`config.mk`:
```
export PLATFORM = sky130hd
export DESIGN_NAME = systolic_result_collector
export DESIGN_NICKNAME = d
export VERILOG_FILES = /design/src/rtl/brightness_pkg.sv /design/src/rtl/tile_deskew_buffer.sv /design/src/rtl/systolic_result_collector.sv
export SDC_FILE = /design/constraint.sdc
export NUM_CORES = 1
export LEC_CHECK = 0
export CAP_MARGIN = 20
export CELL_PAD_IN_SITES_DETAIL_PLACEMENT = 1
export CELL_PAD_IN_SITES_GLOBAL_PLACEMENT = 1
export CORE_MARGIN = 10
export CORE_UTILIZATION = 30
export CTS_CLUSTER_SIZE = 8
export DETAILED_ROUTE_END_ITERATION = 8
export GPL_TIMING_DRIVEN = 0
export PLACE_DENSITY = 0.63
export SLEW_MARGIN = 20
export SYNTH_ARGS = -nofsm -noshare
export SYNTH_HDL_FRONTEND = slang
export SYNTH_SLANG_ARGS = --single-unit
export TNS_END_PERCENT = 5
```
`constraint.sdc`:
```
create_clock -name clk -period 2.4 [get_ports clk]
set_input_delay 0.24 -clock clk [delete_from_list [all_inputs] [get_ports clk]]
set_output_delay 0.24 -clock clk [all_outputs]
set_load 0.1 [all_outputs]
```
`src/rtl/brightness_pkg.sv`:
```
// Shared definitions for the brightness systolic array result path.
//  - collector_state_e : collector FSM states
//  - LANE_WIDTH        : width of one array output lane
//  - CHUNK_LANES       : number of lanes on the wave bus (tile side)
//  - NUM_WAVES         : skewed wavefronts needed to cover one tile
//  - PIX_MAX           : largest representable output pixel
//  - clamp_pixel       : saturate a signed lane value into an 8-bit pixel
package brightness_pkg;

  typedef enum logic [2:0] {
    IDLE    = 3'd0,
    COLLECT = 3'd1,
    WRITE   = 3'd2,
    NEXT    = 3'd3,
    DONE    = 3'd4
  } collector_state_e;

  localparam int LANE_WIDTH  = 16;
  localparam int CHUNK_LANES = 4;
  localparam int NUM_WAVES   = 2 * CHUNK_LANES - 1;
  localparam logic [7:0] PIX_MAX = 8'd255;

  // Negative values floor at black, anything above PIX_MAX saturates at white.
  function automatic logic [7:0] clamp_pixel(input logic signed [15:0] s);
    logic [7:0] p;
    if (s < 16'sd0) begin
      p = 8'd0;
    end else if (s > 16'sd255) begin
      p = PIX_MAX;
    end else begin
      p = s[7:0];
    end
    return p;
  endfunction

endpackage

```
`src/rtl/tile_deskew_buffer.sv`:
```
// Tile de-skew storage for one 4x4 tile of 16-bit array results.
// Wavefront k carries lane i's element for column k-i, so each accepted wave
// fills one anti-diagonal; lanes whose column falls outside 0..3 are dropped.
// Ports:
//  clk      in   clock
//  wr_en    in   store the lanes of the current wavefront
//  wave_idx in   index k (0..6) of the current wavefront
//  lanes    in   4 x 16-bit lanes, lane i at lanes[16*i +: 16] (lane i = tile row i)
//  rd_r     in   read row
//  rd_c     in   read column
//  rd_data  out  element at [rd_r][rd_c]
module tile_deskew_buffer
  import brightness_pkg::*;
(
  input  logic                            clk,
  input  logic                            wr_en,
  input  logic [2:0]                      wave_idx,
  input  logic [CHUNK_LANES*LANE_WIDTH-1:0] lanes,
  input  logic [1:0]                      rd_r,
  input  logic [1:0]                      rd_c,
  output logic [LANE_WIDTH-1:0]           rd_data
);

  logic [LANE_WIDTH-1:0] mem_r [CHUNK_LANES][CHUNK_LANES];
  logic [3:0]            col_s [CHUNK_LANES];

  // Column targeted by each lane; negative differences wrap to >= 4 and are dropped.
  always_comb begin
    for (int i = 0; i < CHUNK_LANES; i++) begin
      col_s[i] = {1'b0, wave_idx} - 4'(i);
    end
  end

  // Store every in-range lane of an accepted wavefront into its diagonal slot.
  always_ff @(posedge clk) begin
    if (wr_en) begin
      for (int i = 0; i < CHUNK_LANES; i++) begin
        if (col_s[i] < 4'd4) begin
          mem_r[i][col_s[i][1:0]] <= lanes[LANE_WIDTH*i +: LANE_WIDTH];
        end
      end
    end
  end

  assign rd_data = mem_r[rd_r][rd_c];

endmodule

```
`src/rtl/systolic_result_collector.sv`:
```
// Collects skewed output wavefronts of the brightness systolic array, one tile
// at a time, de-skews them, clamps to 8-bit pixels and writes each tile
// row-major into the output RAM at its offset. Tiles are walked row-major over
// the whole image; done pulses once after the last tile.
// Ports:
//  clk, reset   clock, synchronous active-high reset
//  start        begin an image (honoured only in IDLE)
//  wave_valid   wave_data holds a wavefront
//  wave_data    4 lanes x 16-bit signed, lane i at [16*i +: 16]
//  wave_ready   high while collecting
//  ram_wr_en    output RAM write strobe
//  ram_wr_addr  output RAM word address
//  ram_wr_data  clamped pixel
//  busy         high whenever not IDLE
//  done         one-cycle pulse at the end of the image
module systolic_result_collector
  import brightness_pkg::*;
#(
  parameter int ADDR_WIDTH  = 6,
  parameter int DATA_WIDTH  = 8,
  parameter int MATRIX_SIZE = 8,
  parameter int CHUNK_SIZE  = 4
) (
  input  logic                  clk,
  input  logic                  reset,
  input  logic                  start,
  input  logic                  wave_valid,
  input  logic [63:0]           wave_data,
  output logic                  wave_ready,
  output logic                  ram_wr_en,
  output logic [ADDR_WIDTH-1:0] ram_wr_addr,
  output logic [DATA_WIDTH-1:0] ram_wr_data,
  output logic                  busy,
  output logic                  done
);

  localparam logic [ADDR_WIDTH:0] MS_W     = (ADDR_WIDTH+1)'(MATRIX_SIZE);
  localparam logic [ADDR_WIDTH:0] CS_W     = (ADDR_WIDTH+1)'(CHUNK_SIZE);
  localparam logic [ADDR_WIDTH:0] LAST_OFF = MS_W - CS_W;

  collector_state_e      state_r, state_nxt_s;
  logic [2:0]            wave_cnt_r;
  logic [3:0]            wr_idx_r;
  logic [ADDR_WIDTH:0]   row_off_r, col_off_r;
  logic                  xfer_s;
  logic                  last_tile_s;
  logic [3:0]            rd_idx_s;
  logic [LANE_WIDTH-1:0] rd_data_s;
  logic [ADDR_WIDTH:0]   row_s, col_s, addr_full_s;

  logic                  wave_ready_r, busy_r, done_r, ram_wr_en_r;
  logic [ADDR_WIDTH-1:0] ram_wr_addr_r;
  logic [DATA_WIDTH-1:0] ram_wr_data_r;

  assign xfer_s      = wave_valid && (state_r == COLLECT);
  assign last_tile_s = (row_off_r == LAST_OFF) && (col_off_r == LAST_OFF);

  tile_deskew_buffer u_buf (
    .clk      (clk),
    .wr_en    (xfer_s),
    .wave_idx (wave_cnt_r),
    .lanes    (wave_data),
    .rd_r     (rd_idx_s[3:2]),
    .rd_c     (rd_idx_s[1:0]),
    .rd_data  (rd_data_s)
  );

  // Next-state logic for the collector FSM.
  always_comb begin
    state_nxt_s = state_r;
    case (state_r)
      IDLE: begin
        if (start) state_nxt_s = COLLECT;
        else       state_nxt_s = IDLE;
      end
      COLLECT: begin
        if (xfer_s && (wave_cnt_r == 3'(NUM_WAVES - 1))) state_nxt_s = WRITE;
        else                                              state_nxt_s = COLLECT;
      end
      WRITE: begin
        if (wr_idx_r == 4'd15) state_nxt_s = NEXT;
        else                   state_nxt_s = WRITE;
      end
      NEXT: begin
        if (last_tile_s) state_nxt_s = DONE;
        else             state_nxt_s = COLLECT;
      end
      DONE:    state_nxt_s = IDLE;
      default: state_nxt_s = IDLE;
    endcase
  end

  // Outputs are registered one pixel ahead: while WRITE shows pixel j the
  // buffer is already being read for pixel j+1 (pixel 0 on entry to WRITE).
  always_comb begin
    rd_idx_s = 4'd0;
    if (state_r == WRITE) begin
      rd_idx_s = wr_idx_r + 4'd1;
    end else begin
      rd_idx_s = 4'd0;
    end
    row_s       = {{(ADDR_WIDTH-1){1'b0}}, rd_idx_s[3:2]};
    col_s       = {{(ADDR_WIDTH-1){1'b0}}, rd_idx_s[1:0]};
    addr_full_s = (row_off_r + row_s) * MS_W + col_off_r + col_s;
  end

  // FSM state register and state-derived status outputs.
  always_ff @(posedge clk) begin
    if (reset) begin
      state_r      <= IDLE;
      wave_ready_r <= 1'b0;
      busy_r       <= 1'b0;
      done_r       <= 1'b0;
    end else begin
      state_r      <= state_nxt_s;
      wave_ready_r <= (state_nxt_s == COLLECT);
      busy_r       <= (state_nxt_s != IDLE);
      done_r       <= (state_nxt_s == DONE);
    end
  end

  // Wave counter: counts accepted wavefronts of the current tile.
  always_ff @(posedge clk) begin
    if (reset) begin
      wave_cnt_r <= 3'd0;
    end else if (state_r != COLLECT) begin
      wave_cnt_r <= 3'd0;
    end else if (xfer_s) begin
      if (state_nxt_s == WRITE) wave_cnt_r <= 3'd0;
      else                      wave_cnt_r <= wave_cnt_r + 3'd1;
    end
  end

  // Write index: steps once per WRITE cycle, wraps to 0 after pixel 15.
  always_ff @(posedge clk) begin
    if (reset) begin
      wr_idx_r <= 4'd0;
    end else if (state_r == WRITE) begin
      wr_idx_r <= wr_idx_r + 4'd1;
    end else begin
      wr_idx_r <= 4'd0;
    end
  end

  // Tile offsets: advance row-major in NEXT, return to origin after the last tile.
  always_ff @(posedge clk) begin
    if (reset) begin
      row_off_r <= '0;
      col_off_r <= '0;
    end else if (state_r == NEXT) begin
      if (last_tile_s) begin
        row_off_r <= '0;
        col_off_r <= '0;
      end else if ((col_off_r + CS_W) >= MS_W) begin
        col_off_r <= '0;
        row_off_r <= row_off_r + CS_W;
      end else begin
        col_off_r <= col_off_r + CS_W;
      end
    end
  end

  // RAM write port registers, loaded for every cycle that will be a WRITE cycle.
  always_ff @(posedge clk) begin
    if (reset) begin
      ram_wr_en_r   <= 1'b0;
      ram_wr_addr_r <= '0;
      ram_wr_data_r <= '0;
    end else if (state_nxt_s == WRITE) begin
      ram_wr_en_r   <= 1'b1;
      ram_wr_addr_r <= addr_full_s[ADDR_WIDTH-1:0];
      ram_wr_data_r <= DATA_WIDTH'(clamp_pixel($signed(rd_data_s)));
    end else begin
      ram_wr_en_r   <= 1'b0;
    end
  end

  assign wave_ready  = wave_ready_r;
  assign busy        = busy_r;
  assign done        = done_r;
  assign ram_wr_en   = ram_wr_en_r;
  assign ram_wr_addr = ram_wr_addr_r;
  assign ram_wr_data = ram_wr_data_r;

endmodule

```
After elaboration in Yosys (flattened, before gate mapping)
Memories as Yosys holds them, arrays and structs flattened.
Cells that the tools add are included.
W data, S select, Z words.
{"block": "classes", "bitwise_logic": 5, "reduce_logical": 12, "addsub": 10, "n_lt_le_gt_ge": 16, "muxes": 37, "n_eq_ne": 11}
{"cell": "$mux W64", "count": 4}
{"cell": "$demux W16 S2", "count": 4}
{"cell": "$mux W16", "count": 6}
{"cell": "$bmux W16 S2", "count": 1}
{"cell": "$mux W7", "count": 4}
{"cell": "$gt A16 B9 Y1 const B", "count": 1}
{"cell": "$lt A16 B1 Y1 const B", "count": 1}
{"cell": "$mux W8", "count": 2}
{"cell": "$ge A3 B3 Y1 const B", "count": 5}
{"cell": "$not A2 Y3", "count": 5}
{"cell": "$add A7 B3 Y7 const B", "count": 2}
{"cell": "$eq A7 B3 Y1 const B", "count": 2}
{"cell": "$lt A3 B1 Y1 const B", "count": 4}
{"cell": "$lt A4 B3 Y1 const B", "count": 3}
{"cell": "$pmux W3 S4", "count": 1}
{"cell": "$mux W1", "count": 11}
{"cell": "$eq A3 B2 Y1 const B", "count": 3}
{"cell": "$sub A3 B2 Y4 const B", "count": 2}
{"cell": "$ge A7 B4 Y1 const B", "count": 1}
{"cell": "$logic_and A1 B1 Y1", "count": 7}
{"cell": "$add A6 B2 Y6", "count": 1}
{"cell": "$add A6 B6 Y6", "count": 1}
{"cell": "$eq A3 B1 Y1 const B", "count": 2}
{"cell": "$eq A3 B3 Y1 const B", "count": 2}
{"cell": "other kinds (15)", "count": 16}
{"block": "totals", "n_memories": 1, "out_inout_bits": 18, "regBits": 42, "ramBits": 256, "word_cells": 103, "inputBits": 68}
{"name": "u_buf.mem_r", "words": 4, "width": 64, "read_ports": 1, "rd_clocked_by_memory_dff": 0, "write_ports": 4, "line_no": "tile_deskew_buffer.sv:24", "source": "logic [LANE_WIDTH-1:0] mem_r [CHUNK_LANES][CHUNK_LANES];"}

Longest topological paths before layout
{"block": "logic_depth", "depth_word": 9, "depth_mapped": 12, "depth_no_buf": 9}

Cells and area by module
A second synthesis with hierarchy kept.
{"block": "unflattened", "hier_cells": 642, "area_unflattened_um2": 11644.9}
{"module": "tile_deskew_buffer", "seq_area_each_um2": 7687.4, "instances": 1, "area_each_um2": 9768.1, "cells_per_inst": 422}
{"module": "systolic_result_collector", "seq_area_each_um2": 760.7, "instances": 1, "area_each_um2": 1876.8, "cells_per_inst": 220}

Worst setup path after synthesis
OpenSTA, ideal clock, no wires.
{"block": "synth_path", "kind": "flip-flop to flip-flop", "start": "register wr_idx_r[0]", "end": "register ram_wr_addr_r[5] (netlist: ram_wr_addr[5])", "arrival_ps": 2302, "synth_period_minus_slack_ps": 2369, "stages_incl_launch_ff": 11, "required_ps": 2333, "n_path_buf": 1, "slack_ps": 31, "setup_time_ps": 67, "path_cell_list": "dfxtp_1 > and3_4 > mux2i_2 > buf_4 > inv_2 > ha_1 > ha_1 > a21oi_1 > xnor2_1 > mux2i_1 > nor2_1"}
{"block": "synth_between", "elab_chain_cells": 5, "word_cells_on_any_way": 9, "cone_classes": "4 x add/sub; 2 x eq/ne; 3 x mux"}
{"element": "from (decl)", "line_no": "systolic_result_collector.sv:43", "source": "logic [3:0] wr_idx_r;"}
{"element": "from (signal assigned)", "line_no": "systolic_result_collector.sv:139", "source": "wr_idx_r <= wr_idx_r + 4'd1;"}
{"element": "$add A4 B1 Y4", "line_no": "systolic_result_collector.sv:98", "source": "rd_idx_s = wr_idx_r + 4'd1;"}
{"element": "$mux W4", "line_no": "systolic_result_collector.sv:97", "source": "if (state_r == WRITE) begin"}
{"element": "net rd_idx_s[3]", "line_no": "systolic_result_collector.sv:47", "source": "logic [3:0] rd_idx_s;"}
{"element": "$add A3 B2 Y3", "line_no": "systolic_result_collector.sv:104", "source": "addr_full_s = (row_off_r + row_s) * MS_W + col_off_r + col_s;"}
{"element": "$add A6 B6 Y6", "line_no": "systolic_result_collector.sv:104"}
{"element": "$add A6 B2 Y6", "line_no": "systolic_result_collector.sv:104"}
{"element": "to (signal assigned)", "line_no": "systolic_result_collector.sv:171", "source": "ram_wr_addr_r <= addr_full_s[ADDR_WIDTH-1:0];"}
{"element": "to (decl)", "line_no": "systolic_result_collector.sv:52", "source": "logic [ADDR_WIDTH-1:0] ram_wr_addr_r;"}
The timed path passes the listed nets, and every way through them passes these cells.
A chain may end at the register's enable or synchronous reset.

Worst setup path in the final report
{"block": "layout_path", "start": "register wr_idx_r[0]", "end": "register ram_wr_data_r[3] (netlist: ram_wr_data[3])"}
{"block": "layout_between", "elab_chain_cells": 9, "word_cells_on_any_way": 15, "cone_classes": "1 x add/sub; 2 x order compare; 2 x eq/ne; 8 x mux; 1 x bitwise; 1 x memory"}
{"element": "$add A4 B1 Y4", "line_no": "systolic_result_collector.sv:98"}
{"element": "$mux W4", "line_no": "systolic_result_collector.sv:97"}
{"element": "$mem_v2 Z4 W64 or $not A2 Y3 (tied branches)"}
{"element": "$bmux W16 S2", "line_no": "tile_deskew_buffer.sv:45", "source": "assign rd_data = mem_r[rd_r][rd_c];"}
{"element": "$mux W16 (not written as such) (2 in series)", "line_no": "tile_deskew_buffer.sv:45"}
{"element": "$gt A16 B9 Y1", "line_no": "brightness_pkg.sv:28", "source": "end else if (s > 16'sd255) begin"}
{"element": "$mux W8", "line_no": "brightness_pkg.sv:28"}
{"element": "$mux W8", "line_no": "brightness_pkg.sv:26", "source": "if (s < 16'sd0) begin"}
{"element": "to (signal assigned)", "line_no": "systolic_result_collector.sv:172", "source": "ram_wr_data_r <= DATA_WIDTH'(clamp_pixel($signed(rd_data_s)));"}
{"element": "to (decl)", "line_no": "systolic_result_collector.sv:53", "source": "logic [DATA_WIDTH-1:0] ram_wr_data_r;"}
Several ways; a longest one is shown, not always the timed one. The select of a mux whose other input is x is not followed.

==> impl_metrics.toml <==
[run]
max-cap-violations = 0

[die]
floorplan.initialDensity = 0.304
fp.coreArea_mm2 = 0.0376
placementRows = 71
die_width_um = 215
die_height_um = 215
io_pins = 86
die-area_mm2 = 0.0463

[yosys]
synth_enable_flop_cells = 256
post-synth-top-area-fraction = 0.673
yosysWarningCount = 0
synthArstFlopShare = 0
netlist.top_cell.by_area = "sky130_fd_sc_hd__edfxtp_1"
ys_top_cells_by_area = "sky130_fd_sc_hd__edfxtp_1 (67%), sky130_fd_sc_hd__dfxtp_1 (6.7%), sky130_fd_sc_hd__nand2_1 (4.0%)"
synth-seq-cells = 294
synth_seq_area_share = 0.740
synth.cell_area_mm2 = 0.0114
postSynthAreaPerCell_um2 = 14.7
synthFlopType = "sky130_fd_sc_hd__edfxtp_1"
yosys.cell_types.count = 64
synthCells = 775

[detailed_routing]
routedWlPerCell_um = 23.0
remaining_drc_errors = 0
drtIter0Drc = 509
drt_first_pass_iters = 4
vias_per_cell = 4.90
drt.antenna.violating_nets = 0
vias = 7128
routed_wirelength_um = 33500

[clock_tree]
number_of_buffers_on_the_longest_clock_path = 3
clkSlewWorstSetupHoldPaths_ps = 50
cts_hold_buf = 0
cts-root-buf = "sky130_fd_sc_hd__clkbuf_16"
clk-insertion-delay-late_ps = 540
tritoncts.num_buffers = 43
clkSinkCount = 294
cts_tree = "yes"
h-tree-depth = 2

[grt]
grt_use_total = 0.143
grt_remaining_overflow = 0
via_count_of_the_first_global_routing_pass = 7753
antenna_found_initial = 0
grt_pass1_wl_um = 50100
grt_max_degree = 18

[setup_path]
timing.critical_path.cells = "ha_4 > xor2_4 > nand2_4 > buf_2 > clkbuf_2 > nand2_1 > a31oi_1 > nand4_1 > a41oi_1"
critical_path.max_stage_delay_ps = 370
critPathArrivalTime_ps = 2910
criticalPathCategory = "reg2reg"
crit_path_max_fanout = 10
startpoint_type = "register"
critical_path.endpoint_type = "register"
critPathRequiredTime_ps = 2850
rr_worst_depth = 9
cpMaxStageDelayCell = "sky130_fd_sc_hd__dfxtp_4"

[place]
detailedPlacementHpwl_um = 22500
io_buffer_count = 85
place_ws_ps = -1100
place_inst = 1372
gp_congestion = 0.821

[timing]
worst_slack_ps = -58.4
finalHoldWorstSlack_ps = 349
grt_setup_unrepaired = "true"
final_max_slew_viol_count = 0
fmaxAchievable_mhz = 407
headroom_to_the_max_slew_limit = 0.334
worst_pin_slew_ps = 996
setup_violations = 9
clock-skew-final_ps = 18.5
post-route-min-period_ps = 2460
finalCritPeriodShare = 1.02
hold_viol_final = 0

[power_and_ir_drop]
max-vdd-ir-drop_v = 0.000527
power-per-cell-area_mw_per_mm2 = 787
power_leakage_nw = 4.84

[outcome]
failed_checks = "negative setup slack"
status = "finished, violations left"

[hold_path]
hp-class = "in2reg"
min_delay_path_depth = 1

[final_layout]
finish.cell_count_without_fillers = 1454
antenna_cells_inserted = 0
util_after_layout = 0.388
count_of_nets_after_finishing = 1007
area_growth_syn_to_layout_pct = 27.5
drive_gt1_frac = 0.146
-- state kept, by name, summed over array words and instances (netlist names) --
| name | flops |
|---|---|
| u_buf.mem_r | 256 |
| row_off_r | 5 |
| ram_wr_en | 1 |
| col_off_r | 5 |
| wave_cnt_r | 3 |
| wr_idx_r | 4 |
| wave_ready | 1 |
| state_r | 3 |
| busy | 1 |
| done | 1 |
| ram_wr_addr | 6 |
| ram_wr_data | 8 |
-- logic make-up after synthesis --
family | synth area share
other | 0.000328
flip-flops | 0.740
AO/OA/AOI/OAI | 0.0500
adder cells (fa/ha/maj) | 0.0219
XOR/XNOR | 0.0138
multiplexers | 0.0259
AND/OR/NAND/NOR | 0.131
buffers and inverters | 0.0173
-- repair_timing --
item                                    CTS  global route
cloned                                    0             0
resized for setup                        51            24
endpoints found under the hold margin     0             0
buffers inserted                         13             0
endpoints found under the setup margin  269           194
pin swaps                                 7             1
-- placed cells by master, fill, tap and decap left out, types with 5 or more instances in the layout --
master,count
sky130_fd_sc_hd__clkdlybuf4s50_1,85
sky130_fd_sc_hd__and3_4,9
sky130_fd_sc_hd__a211oi_1,7
sky130_fd_sc_hd__a21oi_1,7
sky130_fd_sc_hd__nor4_1,16
sky130_fd_sc_hd__nand2_1,121
sky130_fd_sc_hd__and3_1,5
sky130_fd_sc_hd__ha_1,18
sky130_fd_sc_hd__mux2i_1,18
sky130_fd_sc_hd__clkbuf_4,5
sky130_fd_sc_hd__clkbuf_16,43
sky130_fd_sc_hd__edfxtp_1,256
sky130_fd_sc_hd__a31oi_1,19
sky130_fd_sc_hd__nor3_1,12
sky130_fd_sc_hd__and2_1,14
sky130_fd_sc_hd__a41oi_1,7
sky130_fd_sc_hd__inv_1,8
sky130_fd_sc_hd__or4_1,7
sky130_fd_sc_hd__dfxtp_1,35
sky130_fd_sc_hd__buf_4,10
sky130_fd_sc_hd__nand3_1,51
sky130_fd_sc_hd__nor2_1,30
sky130_fd_sc_hd__o21ai_0,6
sky130_fd_sc_hd__buf_2,8
sky130_fd_sc_hd__xor2_1,7
sky130_fd_sc_hd__a32oi_1,8
sky130_fd_sc_hd__nand4_1,10
sky130_fd_sc_hd__clkbuf_1,25
-- stage by stage --
| stage | power (mW) | instance area (um^2) | TNS [ps] |
|---|---|---|---|
| after global placement | 5.94 | 12900 | -55840 |
| after detailed placement | 5.95 | 12900 | -73580 |
| after CTS | 11.6 | 14500 | -723 |
| final | 11.5 | 14600 | -216 |
| after floorplan | 5.75 | 11400 | 0 |
| after global routing | 11.8 | 14600 | -876 |
-- worst max-delay path: cells and delay by family (launching register included) --
family | cells | cell delay [ps]
buffers and inverters | 2 | 610
AOI/OAI and AO/OA | 2 | 570
and+or+nand+nor | 3 | 430
DFF | 1 | 370
adders and majority gates | 1 | 200
xor gates and xnor gates | 1 | 180
-- synthesized netlist by cell type, types with 4 or more instances --
cell type	number
sky130_fd_sc_hd__nor3_1	12
sky130_fd_sc_hd__buf_2	14
sky130_fd_sc_hd__nor4_1	16
sky130_fd_sc_hd__edfxtp_1	256
sky130_fd_sc_hd__mux2_2	4
sky130_fd_sc_hd__nor2_1	32
sky130_fd_sc_hd__nand4_1	10
sky130_fd_sc_hd__a41oi_1	7
sky130_fd_sc_hd__nand3_1	51
sky130_fd_sc_hd__a32oi_1	8
sky130_fd_sc_hd__nand2b_1	4
sky130_fd_sc_hd__clkbuf_1	7
sky130_fd_sc_hd__a211oi_1	8
sky130_fd_sc_hd__a21oi_1	8
sky130_fd_sc_hd__and2_1	22
sky130_fd_sc_hd__a31oi_1	19
sky130_fd_sc_hd__xnor2_1	6
sky130_fd_sc_hd__dfxtp_1	38
sky130_fd_sc_hd__and3_1	13
sky130_fd_sc_hd__o21ai_0	6
sky130_fd_sc_hd__inv_2	4
sky130_fd_sc_hd__nand2_1	121
sky130_fd_sc_hd__inv_1	8
sky130_fd_sc_hd__ha_1	20
sky130_fd_sc_hd__buf_4	5
sky130_fd_sc_hd__xor2_1	7
sky130_fd_sc_hd__mux2i_1	18
sky130_fd_sc_hd__or4_1	7
-- routing by layer --
metal | GRT usage | wire length (um) | vias to the layer above
li1 | - | - | 3227
met1 | 0.186 | 15000 | 3639
met2 | 0.234 | 15800 | 204
met3 | 0.0271 | 1790 | 58
met4 | 0.0467 | 862 | 0
met5 | 0 | 0 | -
-- where the power goes --
group | internal [mW] | switching, mW | leakage [nW] | total (mW)
Combinational | 0.124 | 0.147 | 1.63 | 0.271
Sequential | 5.58 | 0.00669 | 2.61 | 5.58
Clock | 3.42 | 2.18 | 0.597 | 5.60
Total | 9.12 | 2.34 | 4.84 | 11.5
-- path summary, 6_finish.rpt --
| kind | endpoint | slack (ps) | from |
|---|---|---|---|
| hold / removal | u_buf.mem_r[3][49] | 350 | wave_data[49] |
| setup / recovery | ram_wr_data[3] | -60 | wr_idx_r[0] |
| hold reg to reg | ram_wr_addr[0] | 490 | ram_wr_addr[0] |
| setup reg to reg | ram_wr_data[3] | -60 | wr_idx_r[0] |
-- area by class of cell --
type | instances | area (um^2)
clock buffer | 64 | 1150
clock inverter | 5 | 91.3
inverter | 12 | 45.0
buffer | 29 | 218
tap | 511 | 639
sequential | 294 | 8460
multi-input combinational | 441 | 2970
fill | 3854 | 23000
timing repair buffer | 98 | 990
(Power assumes the default switching activity.)
